**src/rtl/llc_bus_responder_if.sv**
```systemverilog
// Bus-operation interface between the LLC and the system-bus responder:
// request/response handshake, snoop broadcast, writeback strobe, memory
// port and the transaction counters.
interface llc_bus_responder_if #(
   parameter int ADDR_BITS = 32,
   parameter int N_AGENTS  = 3
);
   logic                   req_valid;
   logic                   req_ready;
   logic [1:0]             req_op;
   logic [ADDR_BITS-1:0]   req_addr;

   logic                   rsp_valid;
   logic [1:0]             rsp_result;
   logic                   rsp_timeout;
   logic                   rsp_error;

   logic [N_AGENTS-1:0]    snp_valid;
   logic [1:0]             snp_op;
   logic [ADDR_BITS-1:0]   snp_addr;
   logic [N_AGENTS-1:0]    snp_ack;
   logic [2*N_AGENTS-1:0]  snp_result;

   logic                   wb_done;

   logic                   mem_valid;
   logic                   mem_we;
   logic [ADDR_BITS-1:0]   mem_addr;
   logic                   mem_ready;

   logic [31:0]            cnt_txn;
   logic [31:0]            cnt_hitm;

   modport slave (
      input  req_valid, req_op, req_addr,
      input  snp_ack, snp_result, wb_done, mem_ready,
      output req_ready, rsp_valid, rsp_result, rsp_timeout, rsp_error,
      output snp_valid, snp_op, snp_addr,
      output mem_valid, mem_we, mem_addr,
      output cnt_txn, cnt_hitm
   );

   modport master (
      output req_valid, req_op, req_addr,
      output snp_ack, snp_result, wb_done, mem_ready,
      input  req_ready, rsp_valid, rsp_result, rsp_timeout, rsp_error,
      input  snp_valid, snp_op, snp_addr,
      input  mem_valid, mem_we, mem_addr,
      input  cnt_txn, cnt_hitm
   );
endinterface

```
**src/rtl/llc_bus_responder.sv**
```systemverilog
// System-bus responder for LLC bus operations. Takes one operation at a
// time, snoops the peer caches, combines their results, sequences a peer
// writeback when one holds the line modified, then the memory access, and
// returns the combined snoop result.
//
// state     | meaning
// ----------+-----------------------------------------------------------
// S_IDLE    | ready for a new operation
// S_SNOOP   | snoop broadcast, collecting per-agent results until all ack
//           | or the ack timer expires
// S_WAIT_WB | a peer returned HITM; waiting for its writeback to finish
// S_MEM     | memory request outstanding until mem_ready
// S_RESP    | single-cycle response to the LLC
module llc_bus_responder #(
   parameter int ADDR_BITS        = 32,
   parameter int BYTE_OFFSET_BITS = 6,
   parameter int N_AGENTS         = 3,
   parameter int TIMEOUT          = 16
) (
   input  logic                clk,
   input  logic                rst,
   llc_bus_responder_if.slave  bus
);

   typedef enum logic [2:0] {
      S_IDLE,
      S_SNOOP,
      S_WAIT_WB,
      S_MEM,
      S_RESP
   } state_t;

   localparam logic [1:0] OP_WRITE = 2'd1;
   localparam logic [1:0] OP_INV   = 2'd2;

   localparam logic [1:0] RES_HIT   = 2'd0;
   localparam logic [1:0] RES_HITM  = 2'd1;
   localparam logic [1:0] RES_NOHIT = 2'd2;

   localparam int TW = $clog2(TIMEOUT) + 1;

   state_t                 state_q, state_d;
   logic [1:0]             op_q;
   logic [ADDR_BITS-1:0]   addr_q;
   logic [N_AGENTS-1:0]    pend_q, pend_d;
   logic [1:0]             res_q [N_AGENTS];
   logic [1:0]             res_d [N_AGENTS];
   logic [TW-1:0]          timer_q;
   logic [1:0]             result_q;
   logic                   timeout_q;
   logic                   error_q;
   logic [31:0]            cnt_txn_q;
   logic [31:0]            cnt_hitm_q;

   logic                   accept;
   logic                   tmo_hit;
   logic                   snoop_done;
   logic                   hitm_seen;
   logic                   hitm_multi;
   logic                   hit_seen;
   logic [1:0]             comb_result;
   logic [ADDR_BITS-1:0]   line_addr;

   assign line_addr = {bus.req_addr[ADDR_BITS-1:BYTE_OFFSET_BITS], {BYTE_OFFSET_BITS{1'b0}}};
   assign accept    = (state_q == S_IDLE) && bus.req_valid;

   // Fold this cycle's acks into the per-agent results; anything still
   // pending when the timer expires keeps its NOHIT default.
   always_comb begin
      pend_d     = pend_q;
      hitm_seen  = 1'b0;
      hitm_multi = 1'b0;
      hit_seen   = 1'b0;
      for (int i = 0; i < N_AGENTS; i++) begin
         res_d[i] = res_q[i];
         if (bus.snp_ack[i] && pend_q[i]) begin
            pend_d[i] = 1'b0;
            res_d[i]  = (bus.snp_result[2*i +: 2] == 2'd3) ? RES_NOHIT : bus.snp_result[2*i +: 2];
         end
         if (res_d[i] == RES_HITM) begin
            if (hitm_seen) hitm_multi = 1'b1;
            hitm_seen = 1'b1;
         end else if (res_d[i] == RES_HIT) begin
            hit_seen = 1'b1;
         end
      end
      comb_result = hitm_seen ? RES_HITM : (hit_seen ? RES_HIT : RES_NOHIT);
      tmo_hit     = (timer_q == TW'(TIMEOUT - 1)) && (pend_d != '0);
      snoop_done  = (state_q == S_SNOOP) && ((pend_d == '0) || tmo_hit);
   end

   // State register.
   always_ff @(posedge clk) begin
      if (rst) state_q <= S_IDLE;
      else     state_q <= state_d;
   end

   // Next-state decode.
   always_comb begin
      state_d = state_q;
      case (state_q)
         S_IDLE: begin
            if (accept) state_d = (bus.req_op == OP_WRITE) ? S_MEM : S_SNOOP;
         end
         S_SNOOP: begin
            if (snoop_done) begin
               if (op_q == OP_INV)               state_d = S_RESP;
               else if (comb_result == RES_HITM) state_d = S_WAIT_WB;
               else                              state_d = S_MEM;
            end
         end
         S_WAIT_WB: begin
            if (bus.wb_done) state_d = S_MEM;
         end
         S_MEM: begin
            if (bus.mem_ready) state_d = S_RESP;
         end
         S_RESP:  state_d = S_IDLE;
         default: state_d = S_IDLE;
      endcase
   end

   // Output decode; everything is forced low while reset is held.
   always_comb begin
      bus.req_ready   = 1'b0;
      bus.rsp_valid   = 1'b0;
      bus.rsp_result  = 2'd0;
      bus.rsp_timeout = 1'b0;
      bus.rsp_error   = 1'b0;
      bus.snp_valid   = '0;
      bus.snp_op      = 2'd0;
      bus.snp_addr    = '0;
      bus.mem_valid   = 1'b0;
      bus.mem_we      = 1'b0;
      bus.mem_addr    = '0;
      bus.cnt_txn     = '0;
      bus.cnt_hitm    = '0;
      if (!rst) begin
         bus.req_ready = (state_q == S_IDLE);
         bus.snp_op    = op_q;
         bus.snp_addr  = addr_q;
         bus.mem_addr  = addr_q;
         bus.cnt_txn   = cnt_txn_q;
         bus.cnt_hitm  = cnt_hitm_q;
         if (state_q == S_SNOOP) bus.snp_valid = pend_q;
         if (state_q == S_MEM) begin
            bus.mem_valid = 1'b1;
            bus.mem_we    = (op_q == OP_WRITE);
         end
         if (state_q == S_RESP) begin
            bus.rsp_valid   = 1'b1;
            bus.rsp_result  = result_q;
            bus.rsp_timeout = timeout_q;
            bus.rsp_error   = error_q;
         end
      end
   end

   // Transaction context, snoop bookkeeping and counters.
   always_ff @(posedge clk) begin
      if (rst) begin
         op_q       <= 2'd0;
         addr_q     <= '0;
         pend_q     <= '0;
         timer_q    <= '0;
         result_q   <= RES_NOHIT;
         timeout_q  <= 1'b0;
         error_q    <= 1'b0;
         cnt_txn_q  <= '0;
         cnt_hitm_q <= '0;
         for (int i = 0; i < N_AGENTS; i++) res_q[i] <= RES_NOHIT;
      end else begin
         if (accept) begin
            op_q      <= bus.req_op;
            addr_q    <= line_addr;
            cnt_txn_q <= cnt_txn_q + 32'd1;
            pend_q    <= (bus.req_op == OP_WRITE) ? '0 : '1;
            timer_q   <= '0;
            result_q  <= RES_NOHIT;
            timeout_q <= 1'b0;
            error_q   <= 1'b0;
            for (int i = 0; i < N_AGENTS; i++) res_q[i] <= RES_NOHIT;
         end
         if (state_q == S_SNOOP) begin
            pend_q  <= tmo_hit ? '0 : pend_d;
            timer_q <= timer_q + TW'(1);
            for (int i = 0; i < N_AGENTS; i++) res_q[i] <= res_d[i];
            if (snoop_done) begin
               result_q  <= comb_result;
               error_q   <= hitm_multi;
               timeout_q <= tmo_hit;
            end
         end
         if ((state_q == S_SNOOP) && (state_d == S_WAIT_WB)) cnt_hitm_q <= cnt_hitm_q + 32'd1;
      end
   end

endmodule

```
**src/flat_wrapper.sv**
```systemverilog
// flat-port wrapper written by rule: the top's interface ports become plain ports
module llc_bus_responder_flat 
#(
   parameter int ADDR_BITS        = 32,
   parameter int BYTE_OFFSET_BITS = 6,
   parameter int N_AGENTS         = 3,
   parameter int TIMEOUT          = 16
)
  (clk, rst, bus_req_valid, bus_req_op, bus_req_addr, bus_snp_ack, bus_snp_result, bus_wb_done, bus_mem_ready, bus_req_ready, bus_rsp_valid, bus_rsp_result, bus_rsp_timeout, bus_rsp_error, bus_snp_valid, bus_snp_op, bus_snp_addr, bus_mem_valid, bus_mem_we, bus_mem_addr, bus_cnt_txn, bus_cnt_hitm);
  llc_bus_responder_if #(.ADDR_BITS(ADDR_BITS), .N_AGENTS(N_AGENTS)) bus_i ();
  input  logic clk;
  input  logic rst;
  input wire logic [$bits(bus_i.req_valid)-1:0] bus_req_valid;
  input wire logic [$bits(bus_i.req_op)-1:0] bus_req_op;
  input wire logic [$bits(bus_i.req_addr)-1:0] bus_req_addr;
  input wire logic [$bits(bus_i.snp_ack)-1:0] bus_snp_ack;
  input wire logic [$bits(bus_i.snp_result)-1:0] bus_snp_result;
  input wire logic [$bits(bus_i.wb_done)-1:0] bus_wb_done;
  input wire logic [$bits(bus_i.mem_ready)-1:0] bus_mem_ready;
  output wire logic [$bits(bus_i.req_ready)-1:0] bus_req_ready;
  output wire logic [$bits(bus_i.rsp_valid)-1:0] bus_rsp_valid;
  output wire logic [$bits(bus_i.rsp_result)-1:0] bus_rsp_result;
  output wire logic [$bits(bus_i.rsp_timeout)-1:0] bus_rsp_timeout;
  output wire logic [$bits(bus_i.rsp_error)-1:0] bus_rsp_error;
  output wire logic [$bits(bus_i.snp_valid)-1:0] bus_snp_valid;
  output wire logic [$bits(bus_i.snp_op)-1:0] bus_snp_op;
  output wire logic [$bits(bus_i.snp_addr)-1:0] bus_snp_addr;
  output wire logic [$bits(bus_i.mem_valid)-1:0] bus_mem_valid;
  output wire logic [$bits(bus_i.mem_we)-1:0] bus_mem_we;
  output wire logic [$bits(bus_i.mem_addr)-1:0] bus_mem_addr;
  output wire logic [$bits(bus_i.cnt_txn)-1:0] bus_cnt_txn;
  output wire logic [$bits(bus_i.cnt_hitm)-1:0] bus_cnt_hitm;
  assign bus_i.req_valid = bus_req_valid;
  assign bus_i.req_op = bus_req_op;
  assign bus_i.req_addr = bus_req_addr;
  assign bus_i.snp_ack = bus_snp_ack;
  assign bus_i.snp_result = bus_snp_result;
  assign bus_i.wb_done = bus_wb_done;
  assign bus_i.mem_ready = bus_mem_ready;
  assign bus_req_ready = bus_i.req_ready;
  assign bus_rsp_valid = bus_i.rsp_valid;
  assign bus_rsp_result = bus_i.rsp_result;
  assign bus_rsp_timeout = bus_i.rsp_timeout;
  assign bus_rsp_error = bus_i.rsp_error;
  assign bus_snp_valid = bus_i.snp_valid;
  assign bus_snp_op = bus_i.snp_op;
  assign bus_snp_addr = bus_i.snp_addr;
  assign bus_mem_valid = bus_i.mem_valid;
  assign bus_mem_we = bus_i.mem_we;
  assign bus_mem_addr = bus_i.mem_addr;
  assign bus_cnt_txn = bus_i.cnt_txn;
  assign bus_cnt_hitm = bus_i.cnt_hitm;
  llc_bus_responder #(.ADDR_BITS(ADDR_BITS), .BYTE_OFFSET_BITS(BYTE_OFFSET_BITS), .N_AGENTS(N_AGENTS), .TIMEOUT(TIMEOUT)) u_core (.clk(clk), .rst(rst), .bus(bus_i));
endmodule
```
**config.mk**
```make
export PLATFORM = sky130hd
export DESIGN_NAME = llc_bus_responder_flat
export DESIGN_NICKNAME = d
export VERILOG_FILES = /design/src/rtl/llc_bus_responder_if.sv /design/src/rtl/llc_bus_responder.sv /design/src/flat_wrapper.sv
export SDC_FILE = /design/constraint.sdc
export NUM_CORES = 1
export LEC_CHECK = 0
export CORE_MARGIN = 2
export CORE_UTILIZATION = 38
export DETAILED_ROUTE_END_ITERATION = 10
export PLACE_DENSITY_LB_ADDON = 0.05
export SKIP_CTS_REPAIR_TIMING = 1
export SYNTH_ARGS = -nofsm -noshare
export SYNTH_HDL_FRONTEND = slang
export SYNTH_SLANG_ARGS = --single-unit
```
**constraint.sdc**
```tcl
create_clock -name clk -period 4.53 [get_ports clk]
set_input_delay 1.359 -clock clk [delete_from_list [all_inputs] [get_ports clk]]
set_output_delay 1.359 -clock clk [all_outputs]
set_load 0.02 [all_outputs]
```
==> impl_metrics.csv <==
group,metric,value,unit
timing,rsz0062_at_grt,"false",
synth,avgSynthCellArea,7.86,sq um
power,peakVddDrop,0.252,mV
synth,synthCells,758,
floorplanning,row_count,45,
synth,synth_enable_flop_cells,6,
placement,postPlaceCellArea,7620,sq um
flow_run,drv_cap,0,
placement,place_congestion,0.787,
synth,async_flop_share,0,%
global_routing,grt_pass1_vias,5126,
floorplanning,dieArea,16700,sq um
critical_path,path_max_fanout,6,
clock_tree,clock_sinks,113,
clock_tree,cts_tree,"done",
critical_path,cp.arrival,2.78,ns
final_layout,final_cell_mix,"clkdlybuf4s50_1 (169), dfxtp_1 (107), nand2_1 (93)",
clock_tree,cts_htree_levels,4,
final_layout,antennaDiodeCount,0,
synth,yosysWarningCount,0,
timing,layout_setup_ws,0.386,ns
synth,synthFlopType,"dfxtp_1",
synth,yosysSeqAreaShare,39.0,%
global_routing,grt_pass1_wl,24800,microns
timing,finalCritPeriodShare,91.5,%
clock_tree,clk_pin_slew,0.05,ns
timing,finalSetupTns,0,ns
final_layout,layout_commonest_cell,"clkdlybuf4s50_1",
detailed_routing,drtIter0Drc,256,
timing,drv_slew,0,
timing,tightest_slew,1.02,ns
detailed_routing,drc,0,
placement,port_buffers,170,
critical_path,endpoint_kind,"primary output",
critical_path,crit_path_max_incr_delay,0.69,ns
critical_path,r2r_cells,5,
detailed_routing,routed_wl,15500,microns
critical_path,required,3.17,ns
detailed_routing,ant_nets,0,
critical_path,reg2reg_from,"u_core.state_q[0]$_SDFF_PP0_",
floorplanning,die-height,129,microns
final_layout,design_area,8220,sq um
critical_path,cp_slowest_cell,"clkdlybuf4s50_1",
final_layout,final_nets,940,
floorplanning,die_w,129,microns
synth,ys_types,48,
worst_hold_path,hold_path.class,"reg -> reg",
timing,layout_min_cycle_time,4.14,ns
timing,setup_viol,0,
placement,dp_slack,0.374,ns
power,p_leak,0.00281,uW
global_routing,track_usage,18.7,%
power,p_per_area,358,nW/um^2
timing,maxSlewHeadroom,31.2,%
critical_path,r2r_end,"u_core.cnt_hitm_q[10]$_SDFFE_PP0P_",
placement,dp_hpwl,10900,microns
final_layout,post-route-util,53.9,%
critical_path,startpoint_type,"input port",
critical_path,crit_end,"bus_mem_we",
clock_tree,clock_path_buffers,2,
detailed_routing,detail_route.first_pass.iterations,4,
clock_tree,numCtsBuffers,17,
clock_tree,clk_latency,0.42,ns
synth,synth_seq_cells,113,
synth,synth_area,5960,sq um
critical_path,crit_type,"in -> out",
critical_path,path_cells,"buf_6, or2_2, nor4b_1, clkdlybuf4s50_1",
floorplanning,core_area,15300,sq um
timing,finalHoldViolations,0,
detailed_routing,viasPerCell,4.96,
detailed_routing,wl_per_cell,13.9,microns
timing,fmax,241,MHz
final_layout,nFillCells,1444,
global_routing,grt_antenna_before_repair,0,
critical_path,startpoint,"rst",
global_routing,grt-ovfl-total,0,
floorplanning,pin_count,189,
critical_path,reg2reg_setup_slack,1.68,ns
timing,fin_skew,0.0114,ns
final_layout,area_delta_synth_final,37.9,%
final_layout,layout-drive-gt1-share,5.67,%
outcome,run_status,"completed",
global_routing,grt_max_degree,111,
detailed_routing,vias,5508,
clock_tree,cts-root-buf,"clkbuf_16",
floorplanning,initial_core_util,39.1,%
## flip-flops by register name (all words and copies together), names as in the netlist, 2 cells and up
register / cells
u_core.op_q: 2
u_core.cnt_txn_q: 32
u_core.pend_q: 3
u_core.timer_q: 5
u_core.state_q: 3
u_core.result_q: 2
u_core.addr_q: 26
u_core.cnt_hitm_q: 32
u_core.res_q: 6
## worst min path at each step
stage / from / end / slack (ns) / cells past startpoint
6_report: u_core.addr_q[8]$_SDFFE_PP0P_ / u_core.addr_q[8]$_SDFFE_PP0P_ / 0.45 / 2
5_1_grt: u_core.addr_q[11]$_SDFFE_PP0P_ / u_core.addr_q[11]$_SDFFE_PP0P_ / 0.47 / 2
4_1_cts: u_core.addr_q[8]$_SDFFE_PP0P_ / u_core.addr_q[8]$_SDFFE_PP0P_ / 0.45 / 2
3_5_place_dp: u_core.addr_q[8]$_SDFFE_PP0P_ / u_core.addr_q[8]$_SDFFE_PP0P_ / 0.44 / 2
3_3_place_gp: u_core.addr_q[18]$_SDFFE_PP0P_ / u_core.addr_q[18]$_SDFFE_PP0P_ / 0.44 / 2
2_1_floorplan: u_core.timer_q[3]$_SDFFE_PP0P_ / u_core.timer_q[3]$_SDFFE_PP0P_ / 0.43 / 1
## per-stage QoR
| stage | power [uW] | cells | hold WS, ns |
|---|---|---|---|
| 4_1_cts | 2970 | 1111 | 0.449 |
| 2_1_floorplan | 1450 | 769 | 0.429 |
| 6_report | 2940 | 1111 | 0.447 |
| 3_3_place_gp | 1600 | 1080 | 0.439 |
| 5_1_grt | 3070 | 1111 | 0.469 |
| 3_5_place_dp | 1610 | 1080 | 0.442 |
## worst max-delay path, delay by kind of cell
kind,cells,cell delay [ns]
buf+inv,2,0.80
simple gates,2,0.62
## area by class of cell
class	instances	area, sq um	share of cell area, %
flip-flops and latches	113	2320	28.2
well taps	211	264	3.21
inverters	15	56.3	0.685
clock inverters	5	100	1.22
repair buffers	180	1800	21.9
clock buffers	26	499	6.07
multi-input cells	561	3180	38.6
## Yosys cell counts, types with 8 or more instances
cell type / count / area [sq um]
o21ai_0: 27 / 135
nor3_1: 22 / 110
and3_1: 10 / 62.6
xor2_1: 8 / 70.1
nor2b_1: 87 / 544
a21oi_1: 70 / 350
buf_4: 38 / 285
inv_1: 15 / 56.3
nand2_1: 93 / 349
clkbuf_1: 34 / 128
xnor2_1: 24 / 210
nand4b_1: 8 / 70.1
nand3_1: 24 / 120
or3_1: 14 / 87.6
dfxtp_1: 107 / 2140
nand4_1: 17 / 106
and2_1: 9 / 56.3
nor2_1: 60 / 225
## where the power goes
part / total, uW / internal, uW / switching (uW)
Combinational: 478 / 196 / 282
Clock: 1360 / 917 / 439
Sequential: 1110 / 1060 / 43.9
## logic make-up after synthesis
family | after synthesis | synth area share [%]
xor gates and xnor gates | 32 | 4.70
and+or+nand+nor | 386 | 34.6
DFF | 113 | 39.0
AOI/OAI and AO/OA | 122 | 11.4
muxes | 5 | 0.882
other | 1 | 0.0629
buffers and inverters | 95 | 8.56
adders and majority gates | 4 | 0.840
## routing by layer
metal	part of all wire, %	GRT usage, %	wire length [microns]	vias up
met5	0	0	0	-
met4	1.5	6.33	230	0
met3	5.8	6.44	900	20
met2	48	29.7	7400	135
met1	45	23.7	6960	2541
li1	-	-	-	2812
Power figures use the tool's default switching activity.
